$ cat config.mk
export PLATFORM = sky130hd
export DESIGN_NAME = divider8_seq
export DESIGN_NICKNAME = d
export VERILOG_FILES = /design/src/rtl/divider8_seq.sv
export SDC_FILE = /design/constraint.sdc
export NUM_CORES = 1
export LEC_CHECK = 0
export CORE_MARGIN = 3
export CORE_UTILIZATION = 48
export CTS_CLUSTER_DIAMETER = 80
export DETAILED_ROUTE_END_ITERATION = 16
export PLACE_DENSITY = 0.75
export SYNTH_ARGS = -nofsm -noshare
export SYNTH_HDL_FRONTEND = slang
export SYNTH_SLANG_ARGS = --single-unit
$ cat constraint.sdc
create_clock -name clk -period 2.2 [get_ports clk]
set_input_delay 0.55 -clock clk [delete_from_list [all_inputs] [get_ports clk]]
set_output_delay 0.55 -clock clk [all_outputs]
set_load 0.05 [all_outputs]
$ cat src/rtl/divider8_seq.sv
// Sequential 8-bit unsigned restoring divider: one quotient bit per clock,
// start/busy/done handshake. The per-iteration compare uses Comparator8Bit.

module Comparator8Bit (
    input  logic [7:0] a,
    input  logic [7:0] b,
    output logic       lt
);
    assign lt = (a < b);
endmodule

module divider8_seq (
    input  logic       clk,
    input  logic       rst_n,
    input  logic       start,
    input  logic [7:0] dividend,
    input  logic [7:0] divisor,
    output logic       busy,
    output logic       done,
    output logic [7:0] quotient,
    output logic [7:0] remainder,
    output logic       div_by_zero
);
    typedef enum logic [1:0] {S_IDLE, S_RUN, S_DONE} state_t;

    state_t     r_state;
    logic [7:0] r_q;
    logic [7:0] r_d;
    logic [7:0] r_r;
    logic [2:0] r_cnt;

    logic       w_c;
    logic [7:0] w_s;
    logic       w_lt;
    logic       w_sub;
    logic [7:0] w_r_next;
    logic [7:0] w_q_next;

    // {c,S} is the 9-bit shifted partial remainder; c=1 means it already exceeds D.
    assign w_c      = r_r[7];
    assign w_s      = {r_r[6:0], r_q[7]};
    assign w_sub    = w_c | ~w_lt;
    assign w_r_next = w_sub ? (w_s - r_d) : w_s;
    assign w_q_next = {r_q[6:0], w_sub};

    Comparator8Bit u_cmp (
        .a  (w_s),
        .b  (r_d),
        .lt (w_lt)
    );

    always_ff @(posedge clk or negedge rst_n) begin
        if (!rst_n) begin
            r_state     <= S_IDLE;
            r_q         <= '0;
            r_d         <= '0;
            r_r         <= '0;
            r_cnt       <= '0;
            busy        <= 1'b0;
            done        <= 1'b0;
            quotient    <= '0;
            remainder   <= '0;
            div_by_zero <= 1'b0;
        end else begin
            done <= 1'b0;
            case (r_state)
                S_IDLE: begin
                    if (start) begin
                        if (divisor == 8'd0) begin
                            quotient    <= 8'hFF;
                            remainder   <= dividend;
                            div_by_zero <= 1'b1;
                            done        <= 1'b1;
                            r_state     <= S_DONE;
                        end else begin
                            r_q         <= dividend;
                            r_d         <= divisor;
                            r_r         <= '0;
                            r_cnt       <= '0;
                            div_by_zero <= 1'b0;
                            busy        <= 1'b1;
                            r_state     <= S_RUN;
                        end
                    end
                end
                S_RUN: begin
                    r_q   <= w_q_next;
                    r_r   <= w_r_next;
                    r_cnt <= r_cnt + 3'd1;
                    if (r_cnt == 3'd7) begin
                        quotient  <= w_q_next;
                        remainder <= w_r_next;
                        busy      <= 1'b0;
                        done      <= 1'b1;
                        r_state   <= S_DONE;
                    end
                end
                S_DONE:  r_state <= S_IDLE;
                default: r_state <= S_IDLE;
            endcase
        end
    end
endmodule

==> flow_metrics.py <==
metrics = {
    "run_status": {
        "status": "finished, violations left",
        "violations": "setup timing",
    },
    "final_layout": {
        "areaGrowthSynthToFinish_pct": 41.9,
        "final_common_cell": "dfrtp_1",
        "fillers": 340,
        "stdcell_count": 386,
        "finish.net_count": 348,
        "final_cell_mix": "dfrtp_1 (48), nand2_1 (36), clkdlybuf4s50_1 (36), buf_4 (29), nor2_1 (21)",
        "drive_gt1_share_pct": 23.2,
        "n_antenna_cell": 0,
    },
    "setup_path": {
        "critPathLaunch": "r_q[7]",
        "r2r_start": "r_q[7]",
        "crit_path_end": "r_r[6]",
        "cp-start-kind": "register",
        "required_ps": 2390,
        "reg2reg_slack_ps": -100,
        "end_kind": "register",
        "critPathMaxFanout": 5,
        "crit_top_cell": "buf_6",
        "r2r_cells": 11,
        "slowest_stage": "dfrtp_1",
        "r2r_end": "r_r[6]",
        "cp.arrival_ps": 2490,
        "crit_type": "register to register",
        "crit_path_cell_trace": "inv_1 > ha_2 > inv_2 > fa_2 > a211oi_2 > o31a_1 > buf_6 > a21oi_4 > buf_6 > and2_4 > a221o_1",
        "cp_slowest_stage_delay_ps": 400,
    },
    "synth": {
        "synthFlopType": "dfrtp_1",
        "synth_edf_count": 0,
        "syn-num-nets": 277,
        "syn_inst": 247,
        "synth_top_area_share_pct": 50.0,
        "synth_cell_types": 48,
        "ys_seq_area_share_pct": 50.0,
        "ys_top_cells_by_area": "dfrtp_1 (50%), nand2_1 (5.8%), ha_1 (5.2%)",
        "syn_area_mm2": 0.00240,
        "avgSynthCellArea_um2": 9.72,
        "ys_seq_elements": 48,
        "synth_area_leader_cell": "dfrtp_1",
        "synth-async-reset-ratio_pct": 100,
        "ys.warnings.count": 0,
    },
    "placement": {
        "gp_congestion": 0.864,
        "dpl.hpwl_um": 4420,
        "port_buffers": 37,
        "post-place-cells": 371,
    },
    "worst_hold_path": {
        "hold_class": "input pin to asynchronous set/reset pin",
    },
    "global_routing": {
        "grt_overflow": 0,
        "grt_max_degree": 30,
        "grt_pass1_wl_um": 10300,
        "grt_usage_pct": 21.9,
        "antenna_found_initial": 0,
        "first_global_vias": 2132,
    },
    "cts": {
        "cts_buffers": 5,
        "cts_tree": "yes",
        "cts_num_sinks": 48,
        "clock_path_buffers": 2,
        "cts_root_buffer": "clkbuf_8",
        "htree_levels": 2,
        "cts_hold_repair.buffers": 0,
        "clk_pin_slew_worst_paths_ps": 100,
        "clk_latency_ps": 300,
    },
    "detailed_routing": {
        "routed_wl_um": 6480,
        "routed_via_density": 5.51,
        "vias": 2127,
        "avgRoutedWirePerCell_um": 16.8,
        "drc_errors": 0,
        "antenna_left": 0,
        "drtIter0Drc": 154,
        "firstDrtPassIters": 4,
    },
    "floorplan": {
        "core_area_mm2": 0.00479,
        "io_pins": 38,
        "fp.dieW_um": 76.7,
        "die-area_mm2": 0.00589,
        "rows": 25,
        "die-height_um": 76.7,
        "initial_utilization_pct": 50.2,
    },
    "sta": {
        "rsz0062_at_grt": "true",
        "max_freq_ghz": 0.435,
        "fin_ws_ps": -101,
        "fin_crit_sh_pct": 105,
        "worst_pin_slew_ps": 526,
        "period_minus_slack_ps": 2300,
        "relSlewSlack_pct": 64.7,
        "hold_viol": 0,
        "slew_viol_final": 0,
        "finalClockSkew_ps": 8.35,
        "final-setup-viol-count": 10,
        "setup-tns-final_ps": -315,
    },
    "job": {
        "cap_violations": 0,
    },
}
final cells by class:
cell class	count	area [um2]	area share, %
clock buffers	5	68.8	2.02
clock inverters	3	68.8	2.02
repair buffers	73	679	19.9
well taps	67	83.8	2.46
multi-input cells	179	1260	37.1
flip-flops and latches	48	1200	35.3
inverters	11	41.3	1.21
stage by stage:
stage	hold WS [ps]	cell area, um2	utilization [%]	worst slack (ps)
2_1_floorplan	254	2420	-	6.08
3_3_place_gp	463	3060	63.9	-33.9
3_5_place_dp	473	3060	63.9	-130
4_1_cts	203	3320	69.4	-76.3
5_1_grt	209	3410	71.2	-178
6_report	188	3410	71.2	-101
synth_stat cells, types with 4 or more instances:
library cell,number
nand3_1,8
dfrtp_1,48
nand2_1,37
inv_1,11
clkbuf_1,6
ha_1,10
a31oi_1,12
nor2_1,22
and2_1,4
o21ai_0,18
a21oi_1,11
o22a_1,7
flip-flops by register name, summed over array words and instances (netlist names), 2 cells and up:
| name | cells |
|---|---|
| quotient | 8 |
| r_cnt | 3 |
| r_d | 8 |
| r_q | 8 |
| r_r | 8 |
| r_state | 2 |
| remainder | 8 |
repair_timing:
item                                    CTS  global route
buffers inserted                          9             2
endpoints found under the setup margin   17            18
pin swaps                                13            13
gates resized for setup                  15            15
layer usage:
| metal | vias up | GRT usage, % | routed length (um) |
|---|---|---|---|
| met5 | - | 0 | 0 |
| met4 | 0 | 4.71 | 89 |
| met3 | 11 | 3.52 | 245 |
| met2 | 58 | 36.3 | 3300 |
| met1 | 1039 | 30.3 | 2840 |
| li1 | 1019 | - | - |
worst max-delay path, delay by kind of cell (launching register included):
family	cells	cell delay (ps)
buffers and inverters	4	370
adders and majority gates	2	530
AOI/OAI and AO/OA	4	770
and+or+nand+nor	1	120
DFF	1	400
cells by family (layout without fill, tap and decap cells):
| kind of cell | after synthesis | count (layout) | synth area share, % |
|---|---|---|---|
| AND/OR/NAND/NOR | 87 | 87 | 16.8 |
| multiplexers | 3 | 3 | 1.30 |
| XOR/XNOR | 3 | 3 | 1.09 |
| AO/OA/AOI/OAI | 75 | 75 | 21.4 |
| buffers and inverters | 20 | 92 | 3.33 |
| adder cells (fa/ha/maj) | 11 | 11 | 6.04 |
| flip-flops | 48 | 48 | 50.0 |
how the worst min path moves through the flow:
stage,startpoint,to,slack [ps]
floorplan,rst_n,busy,250
global placement,r_cnt[0],r_cnt[0],460
detailed placement,r_cnt[0],r_cnt[0],470
CTS,rst_n,quotient[7],200
global route,rst_n,quotient[7],210
finish,rst_n,quotient[7],190
Power is not shown: default switching activity piles up to over one toggle a cycle in this logic, so the estimate is an artifact.
